`src/rtl/ice40_ram_ctrl_if.sv`:
```
// Request/response stream bundle between a bus master and ice40_ram_ctrl.
// The master drives requests and accepts responses; the controller is the slave.
interface ice40_ram_ctrl_if #(
    parameter int ADDR_WIDTH = 8
);
    logic                  req_valid;
    logic                  req_ready;
    logic                  req_we;
    logic [ADDR_WIDTH-1:0] req_addr;
    logic [15:0]           req_wdata;
    logic [15:0]           req_bmask;
    logic                  rsp_valid;
    logic                  rsp_ready;
    logic [15:0]           rsp_rdata;

    modport master (
        output req_valid, req_we, req_addr, req_wdata, req_bmask, rsp_ready,
        input  req_ready, rsp_valid, rsp_rdata
    );

    modport slave (
        input  req_valid, req_we, req_addr, req_wdata, req_bmask, rsp_ready,
        output req_ready, rsp_valid, rsp_rdata
    );
endinterface

```
`src/rtl/ice40_ram_ctrl.sv`:
```
// Request-stream front end for an SB_RAM40_4K (256x16): drives the RAM strobes
// on accept and returns read data through a credit-limited response FIFO.
module ice40_ram_ctrl #(
    parameter int ADDR_WIDTH = 8,
    parameter int RSP_DEPTH  = 3
) (
    input  logic                 CLK,
    input  logic                 ASYNCRESETN,
    ice40_ram_ctrl_if.slave      bus,
    output logic [10:0]          RADDR,
    output logic                 RE,
    output logic                 RCLKE,
    output logic [10:0]          WADDR,
    output logic                 WE,
    output logic                 WCLKE,
    output logic [15:0]          MASK,
    output logic [15:0]          WDATA,
    input  logic [15:0]          RDATA
);
    localparam int PW = $clog2(RSP_DEPTH);
    localparam int CW = $clog2(RSP_DEPTH + 1);

    function automatic logic [PW-1:0] next_ptr(input logic [PW-1:0] p);
        return (p == PW'(RSP_DEPTH - 1)) ? {PW{1'b0}} : p + PW'(1);
    endfunction

    logic                 r_rdy_en;
    logic                 r_rd_pend;
    logic [CW-1:0]        r_count;
    logic [PW-1:0]        r_wr_ptr;
    logic [PW-1:0]        r_rd_ptr;
    logic [15:0]          r_fifo [RSP_DEPTH];

    logic [CW-1:0]        w_inflight;
    logic                 w_req_ready;
    logic                 w_acc;
    logic                 w_rd_acc;
    logic                 w_wr_acc;
    logic                 w_push;
    logic                 w_pop;
    logic [10:0]          w_addr_ext;

    // Credits count both queued data and the read whose data is still in the RAM.
    assign w_inflight  = r_count + {{(CW-1){1'b0}}, r_rd_pend};
    assign w_req_ready = r_rdy_en & (w_inflight < CW'(RSP_DEPTH));
    assign w_acc       = bus.req_valid & w_req_ready;
    assign w_rd_acc    = w_acc & ~bus.req_we;
    assign w_wr_acc    = w_acc & bus.req_we;
    assign w_push      = r_rd_pend;
    assign w_pop       = (r_count != {CW{1'b0}}) & bus.rsp_ready;
    assign w_addr_ext  = {{(11-ADDR_WIDTH){1'b0}}, bus.req_addr};

    assign bus.req_ready = w_req_ready;
    assign bus.rsp_valid = (r_count != {CW{1'b0}});
    assign bus.rsp_rdata = r_fifo[r_rd_ptr];

    // RAM strobes follow the accepted request in the same cycle.
    always_comb begin
        RADDR = 11'd0;
        RE    = 1'b0;
        RCLKE = 1'b0;
        WADDR = 11'd0;
        WE    = 1'b0;
        WCLKE = 1'b0;
        MASK  = 16'hFFFF;
        WDATA = 16'h0000;
        if (w_wr_acc) begin
            WE    = 1'b1;
            WCLKE = 1'b1;
            WADDR = w_addr_ext;
            WDATA = bus.req_wdata;
            MASK  = ~bus.req_bmask;
        end else if (w_rd_acc) begin
            RE    = 1'b1;
            RCLKE = 1'b1;
            RADDR = w_addr_ext;
        end else begin
            RE    = 1'b0;
        end
    end

    // Ready enable, pending-read flag, FIFO count and pointers.
    always_ff @(posedge CLK or negedge ASYNCRESETN) begin
        if (!ASYNCRESETN) begin
            r_rdy_en  <= 1'b0;
            r_rd_pend <= 1'b0;
            r_count   <= {CW{1'b0}};
            r_wr_ptr  <= {PW{1'b0}};
            r_rd_ptr  <= {PW{1'b0}};
        end else begin
            r_rdy_en  <= 1'b1;
            r_rd_pend <= w_rd_acc;
            case ({w_push, w_pop})
                2'b10:   r_count <= r_count + CW'(1);
                2'b01:   r_count <= r_count - CW'(1);
                default: r_count <= r_count;
            endcase
            if (w_push) begin
                r_wr_ptr <= next_ptr(r_wr_ptr);
            end
            if (w_pop) begin
                r_rd_ptr <= next_ptr(r_rd_ptr);
            end
        end
    end

    // Response storage; RDATA is captured the cycle after the read strobe.
    always_ff @(posedge CLK or negedge ASYNCRESETN) begin
        if (!ASYNCRESETN) begin
            for (int i = 0; i < RSP_DEPTH; i++) begin
                r_fifo[i] <= 16'h0000;
            end
        end else if (w_push) begin
            r_fifo[r_wr_ptr] <= RDATA;
        end
    end

    ice40_ram_ctrl_chk #(
        .CW        (CW),
        .RSP_DEPTH (RSP_DEPTH)
    ) u_chk (
        .clk     (CLK),
        .rst_n   (ASYNCRESETN),
        .push    (w_push),
        .pop     (w_pop),
        .count   (r_count)
    );
endmodule

// Guards the credit scheme: the response FIFO can never be pushed while full.
module ice40_ram_ctrl_chk #(
    parameter int CW        = 2,
    parameter int RSP_DEPTH = 3
) (
    input logic          clk,
    input logic          rst_n,
    input logic          push,
    input logic          pop,
    input logic [CW-1:0] count
);
    a_no_overflow: assert property (@(posedge clk) disable iff (!rst_n)
        (push && !pop) |-> (count < CW'(RSP_DEPTH)));

    a_count_bound: assert property (@(posedge clk) disable iff (!rst_n)
        count <= CW'(RSP_DEPTH));
endmodule

```
`src/flat_wrapper.sv`:
```
// flat-port wrapper written by rule: the top's interface ports become plain ports
module ice40_ram_ctrl_flat 
#(
    parameter int ADDR_WIDTH = 8,
    parameter int RSP_DEPTH  = 3
)
  (CLK, ASYNCRESETN, RADDR, RE, RCLKE, WADDR, WE, WCLKE, MASK, WDATA, RDATA, bus_req_valid, bus_req_we, bus_req_addr, bus_req_wdata, bus_req_bmask, bus_rsp_ready, bus_req_ready, bus_rsp_valid, bus_rsp_rdata);
  ice40_ram_ctrl_if #(.ADDR_WIDTH(ADDR_WIDTH)) bus_i ();
  input  logic CLK;
  input  logic ASYNCRESETN;
  output logic [10:0] RADDR;
  output logic RE;
  output logic RCLKE;
  output logic [10:0] WADDR;
  output logic WE;
  output logic WCLKE;
  output logic [15:0] MASK;
  output logic [15:0] WDATA;
  input  logic [15:0] RDATA;
  input wire logic [$bits(bus_i.req_valid)-1:0] bus_req_valid;
  input wire logic [$bits(bus_i.req_we)-1:0] bus_req_we;
  input wire logic [$bits(bus_i.req_addr)-1:0] bus_req_addr;
  input wire logic [$bits(bus_i.req_wdata)-1:0] bus_req_wdata;
  input wire logic [$bits(bus_i.req_bmask)-1:0] bus_req_bmask;
  input wire logic [$bits(bus_i.rsp_ready)-1:0] bus_rsp_ready;
  output wire logic [$bits(bus_i.req_ready)-1:0] bus_req_ready;
  output wire logic [$bits(bus_i.rsp_valid)-1:0] bus_rsp_valid;
  output wire logic [$bits(bus_i.rsp_rdata)-1:0] bus_rsp_rdata;
  assign bus_i.req_valid = bus_req_valid;
  assign bus_i.req_we = bus_req_we;
  assign bus_i.req_addr = bus_req_addr;
  assign bus_i.req_wdata = bus_req_wdata;
  assign bus_i.req_bmask = bus_req_bmask;
  assign bus_i.rsp_ready = bus_rsp_ready;
  assign bus_req_ready = bus_i.req_ready;
  assign bus_rsp_valid = bus_i.rsp_valid;
  assign bus_rsp_rdata = bus_i.rsp_rdata;
  ice40_ram_ctrl #(.ADDR_WIDTH(ADDR_WIDTH), .RSP_DEPTH(RSP_DEPTH)) u_core (.CLK(CLK), .ASYNCRESETN(ASYNCRESETN), .bus(bus_i), .RADDR(RADDR), .RE(RE), .RCLKE(RCLKE), .WADDR(WADDR), .WE(WE), .WCLKE(WCLKE), .MASK(MASK), .WDATA(WDATA), .RDATA(RDATA));
endmodule
```
`config.mk`:
```
export PLATFORM = sky130hd
export DESIGN_NAME = ice40_ram_ctrl_flat
export DESIGN_NICKNAME = d
export VERILOG_FILES = /design/src/rtl/ice40_ram_ctrl_if.sv /design/src/rtl/ice40_ram_ctrl.sv /design/src/flat_wrapper.sv
export SDC_FILE = /design/constraint.sdc
export NUM_CORES = 1
export LEC_CHECK = 0
export ABC_CLOCK_PERIOD_IN_PS = 3100
export CAP_MARGIN = 25
export CORE_ASPECT_RATIO = 0.5
export CORE_MARGIN = 2
export CORE_UTILIZATION = 44
export CTS_CLUSTER_SIZE = 10
export DETAILED_ROUTE_END_ITERATION = 16
export PLACE_DENSITY_LB_ADDON = 0.3
export SLEW_MARGIN = 20
export SYNTH_ARGS = -nofsm -noshare
export SYNTH_HDL_FRONTEND = slang
export SYNTH_SLANG_ARGS = --single-unit
```
`constraint.sdc`:
```
create_clock -name CLK -period 3.1 [get_ports CLK]
set_input_delay 0.62 -clock CLK [delete_from_list [all_inputs] [get_ports CLK]]
set_output_delay 0.62 -clock CLK [all_outputs]
set_load 0.02 [all_outputs]
```
* Word-level counts from Yosys, hierarchy flattened
Cells that the tools add are included.
** Word-level totals
- Register bits after elaboration :: 56
- Output and inout port bits :: 76
** Cells by class
- $add $sub $neg :: 5
- Order comparisons :: 4
- Equal/unequal tests :: 4
- Multiplexer cells :: 17
- Bitwise logic cells :: 9
- Reductions and logical operators :: 3
** Operators with widths (count)
- 16-bit two-way mux :: 5
- 48-bit bitwise mux :: 1
- 16-bit binary-select mux with 2-bit select :: 1
- 16-bit demux with 2-bit select :: 1
- 8-bit two-way mux :: 3
- 16-bit NOT :: 1
- 2-bit by 1-bit adder with 2-bit output (second input constant) :: 3
- 2-bit equality test (second input constant) :: 3
- 3-bit >= comparator (second input constant) :: 2
- 2-bit NOT with 3-bit output :: 2
- 1-bit AND :: 5
- 2-bit two-way mux :: 2
- 2-bit one-hot mux with 2 select lines :: 1
- 2-bit nonzero test :: 2
- 3-bit by 1-bit less-than comparator with 1-bit output (second input constant) :: 1
- 1-bit two-way mux :: 3
- 2-bit by 1-bit adder with 2-bit output :: 1
- 2-bit by 1-bit equality test with 1-bit output (second input constant) :: 1
- 2-bit less-than comparator (second input constant) :: 1
- 2-bit by 1-bit subtractor with 2-bit output (second input constant) :: 1
- 1-bit logical AND :: 1
- 1-bit NOT :: 1

* Depth between registers and ports, before layout
- Depth after elaboration :: 7
- Mapped depth :: 6
- Mapped depth without buffers :: 6

* Least setup slack after synthesis
Ideal clock, no wire load.
- Kind :: reg2out
- Start point :: register u_core.r_count[0]
- End point :: output RE
- Arrival :: 1.623 ns
- Required time :: 2.480 ns
- Slack :: 0.857 ns
- Stages on the path, launching flop included :: 6
- Buffers on the path :: 1
- Path through :: dfrtp_1 > ha_1 > xor2_1 > a21oi_1 > and2_1 > buf_4
** On the way
- Cells in the longest elaborated chain, start to end :: 7
** RTL lines
- start: declaration :: line ice40_ram_ctrl.sv:29 : logic [CW-1:0] r_count;
- start signal: assignment :: line ice40_ram_ctrl.sv:87 : r_count <= {CW{1'b0}};
- start signal: assignment :: line ice40_ram_ctrl.sv:94 : 2'b10: r_count <= r_count + CW'(1);
- start signal: assignment :: line ice40_ram_ctrl.sv:95 : 2'b01: r_count <= r_count - CW'(1);
- 2-bit by 1-bit adder with 2-bit output * :: line ice40_ram_ctrl.sv:44 : assign w_inflight = r_count + {{(CW-1){1'b0}}, r_rd_pend};
- 2-bit less-than comparator * :: line ice40_ram_ctrl.sv:45 : assign w_req_ready = r_rdy_en & (w_inflight < CW'(RSP_DEPTH));
- 1-bit AND * :: line ice40_ram_ctrl.sv:45
- 1-bit AND * :: line ice40_ram_ctrl.sv:46 : assign w_acc = bus.req_valid & w_req_ready;
- 1-bit AND :: line ice40_ram_ctrl.sv:47 : assign w_rd_acc = w_acc & ~bus.req_we;
- 1-bit two-way mux
- 1-bit two-way mux *
- end: declaration :: line flat_wrapper.sv:12 : output logic RE;
Mark *: on every way between the ends. The rest lies on a longest branch, timed or not.

* Worst setup path in the final report
- Start point :: register u_core.r_count[0]
- End point :: output MASK[1]
** On the way
- Cells in the longest elaborated chain, start to end :: 6
** RTL lines
- 2-bit by 1-bit adder with 2-bit output :: line ice40_ram_ctrl.sv:44
- 2-bit less-than comparator :: line ice40_ram_ctrl.sv:45
- 1-bit AND :: line ice40_ram_ctrl.sv:45
- 1-bit AND :: line ice40_ram_ctrl.sv:46
- 1-bit AND :: line ice40_ram_ctrl.sv:48 : assign w_wr_acc = w_acc & bus.req_we;
- 16-bit two-way mux :: line ice40_ram_ctrl.sv:67 : if (w_wr_acc) begin
- end: declaration :: line flat_wrapper.sv:17 : output logic [15:0] MASK;
Every way passes these cells.

==> flow_summary.ini <==
[run_status]
status = finished, final reports clean

[final_layout]
multiInputGateArea_sq_um = 1348
seq_area_sq_um = 1401
diodes = 0
syn2layout_area_growth_pct = 55.79
n_fill_cell = 438
fin_util_pct = 72.40
nNetsFinal = 447
final_layout_size_suffix_gt1_share_pct = 18.70

[clock_network]
cts_sinks = 56
cts_setup_buffers = 0
cts_buffer_depth = 2
ctsHoldBuffers = 0
cts_buffers = 5
clkLatencyLatePin_ns = 0.29
cts_tree = built
cts_max_level = 2
path_clk_slew_ns = 0.07
cts.repair.resized = 0
ctsRootBufferMaster = clkbuf_16

[synth]
synth_warnings = 0
ys.flop_type = dfrtp_1
yosys.area.top_type = dfrtp_1
synth_top_cell_area_share_pct = 48.59
syn_inst = 253
syn_area_per_cell_sq_um = 11.40
yosys-top-cells-area = dfrtp_1, mux2_2, mux2i_1, and2_1, mux2_4
yosys_register_bits = 56
ys_seq_area_share_pct = 48.59
synthDistinctLibCells = 31
synth_area_sq_um = 2884
async_flop_share_pct = 100.0
synth_edf_count = 0

[global_route]
met2_usage_pct = 41.87
grt_pass1_wl_um = 12360
grt_pass1_vias = 2431
grt_max_degree = 43
grt.overflow.total = 0
grt_use_met1_pct = 26.00
use_met3_pct = 5.926
antenna_found_initial = 0
grtUsageTotal_pct = 22.10
grt_busiest_layer = met2

[power]
peakVddDrop_mv = 0.2980
powerDensity_nw_per_um2 = 820.8
total_leakage_power_nw = 2.335

[sta]
skew_ns = 0.004256
post-route-period-util_pct = 96.50
setup_viol = 0
period_needed_ns = 2.991
fmax_mhz = 334.3
maxSlewHeadroom_pct = 33.78
rsz0062_at_grt = no
tightest_slew_ns = 0.9934
hold_violations = 0
fin_tns_setup_ns = 0
drv_slew = 0

[floorplanning]
dieArea_sq_um = 7258
die_height_um = 61.25
fp-row-count = 20
start_util_pct = 46.47
fp.dieW_um = 118.5
pin_count = 137
design.core.area_sq_um = 6206

[routing]
vias = 2350
postRouteAntennaNets = 0
drt_iter0_drc = 116
drc = 0
viasPerCell = 4.968
post_drt_wl_per_cell_um = 16.96
dr.pass1.iters = 6
wl_um = 8020

[worst_setup_path]
cp_top_family = buffers and inverters
worstPathRequired_ns = 2.48
start_kind = register
critPathSlowestCell = clkdlybuf4s50_1
crit_buf_inv = 2
r2r_slack_ns = 1.25
crit_arrival_ns = 2.37
crit_path_end_kind = output pin
path_cells = ha_1 -> xor2_1 -> a211oi_4 -> clkbuf_16 -> nand2_1 -> clkdlybuf4s50_1
cp_max_fo = 21
critical_path_class = reg -> out
critPathMaxStageDelay_ns = 0.55

[placed_design]
dp_hpwl_um = 5703
port_buffers = 130
gp_congestion = 0.7990

[hold_path]
holdCritPathClass = in -> async

[job]
maxCapViolations = 0
==> cell usage after synthesis, drive strengths merged (2+ instances only) <==
cell / count
a21o: 2
and2: 25
and3: 8
buf: 16
clkbuf: 6
conb: 2
dfrtp: 56
ha: 2
inv: 4
mux2: 48
mux2i: 16
nand2: 35
nor3: 2
o21ai: 19
xnor2: 2
xor2: 2
==> final timing paths <==
path	startpoint	end	cells after the start
worst max-delay path	u_core.r_count[0]$_DFFE_PN0P_	MASK[1]	6
worst min-delay path	ASYNCRESETN	u_core.r_fifo[4]$_DFFE_PN0P_	1
worst max register to register	u_core.r_rd_pend$_DFF_PN0_	u_core.r_fifo[3]$_DFFE_PN0P_	3
worst min register to register	u_core.r_fifo[24]$_DFFE_PN0P_	u_core.r_fifo[24]$_DFFE_PN0P_	1
max in group asynchronous	ASYNCRESETN	u_core.r_fifo[12]$_DFFE_PN0P_	2
min in group CLK	u_core.r_fifo[24]$_DFFE_PN0P_	u_core.r_fifo[24]$_DFFE_PN0P_	1
==> flip-flops by register name, summed over array words and instances (netlist names) <==
name              count
u_core.r_rd_ptr       2
u_core.r_rd_pend      1
u_core.r_count        2
u_core.r_wr_ptr       2
u_core.r_fifo        48
u_core.r_rdy_en       1
==> cell usage in the layout, fill, tap and decap left out, types with 6 or more instances in the layout <==
| master | instances |
|---|---|
| and2_1 | 25 |
| and3_1 | 8 |
| buf_4 | 9 |
| clkbuf_16 | 6 |
| clkdlybuf4s50_1 | 105 |
| conb_1 | 7 |
| dfrtp_1 | 56 |
| dlymetal6s2s_1 | 24 |
| mux2_2 | 38 |
| mux2_4 | 10 |
| mux2i_1 | 16 |
| nand2_1 | 35 |
| o21ai_0 | 18 |
==> layout make-up <==
class                           count  share of cell area, %
Clock buffer                        7                  3.175
Clock inverter                      1                 0.1671
Inverter                            4                 0.3342
Multi-Input combinational cell    176                  29.99
Sequential cell                    56                  31.19
Tap cell                           88                  2.451
Timing Repair Buffer              141                  32.69
==> layer usage <==
metal	part of all wire, %	vias to the layer above
met3	6.4	10
met2	50	73
met5	0	-
met1	42	1167
li1	-	1100
met4	1.2	0
==> kinds of logic (layout without fill, tap and decap cells) <==
| logic type | count (synthesis) | in the layout | synth area share [%] |
|---|---|---|---|
| XOR/XNOR | 4 | 4 | 1.215 |
| adder cells (fa/ha/maj) | 2 | 2 | 0.8675 |
| buffers and inverters | 26 | 153 | 5.596 |
| multiplexers | 64 | 64 | 25.60 |
| other | 2 | 7 | 0.2604 |
| AO/OA/AOI/OAI | 24 | 24 | 4.685 |
| flip-flops | 56 | 56 | 48.59 |
| AND/OR/NAND/NOR | 75 | 75 | 13.19 |
==> power breakdown <==
part / switching [mW] / internal (mW)
combinational: 0.833 / 0.980
sequential: 0.225 / 1.09
clock: 0.240 / 0.322
==> stage by stage <==
step	std cells	cell area, sq um	worst slack, ns	hold WS (ns)	total power [mW]
after floorplan	258	2903	0.8570	0.3244	2.345
after global placement	464	4258	0.06822	0.4864	3.043
after detailed placement	464	4258	0.04856	0.4931	3.119
after CTS	472	4408	0.008350	0.2988	3.704
after global routing	473	4493	0.005926	0.3200	3.903
final	473	4493	0.1086	0.2834	3.688
(Power assumes the default switching activity.)
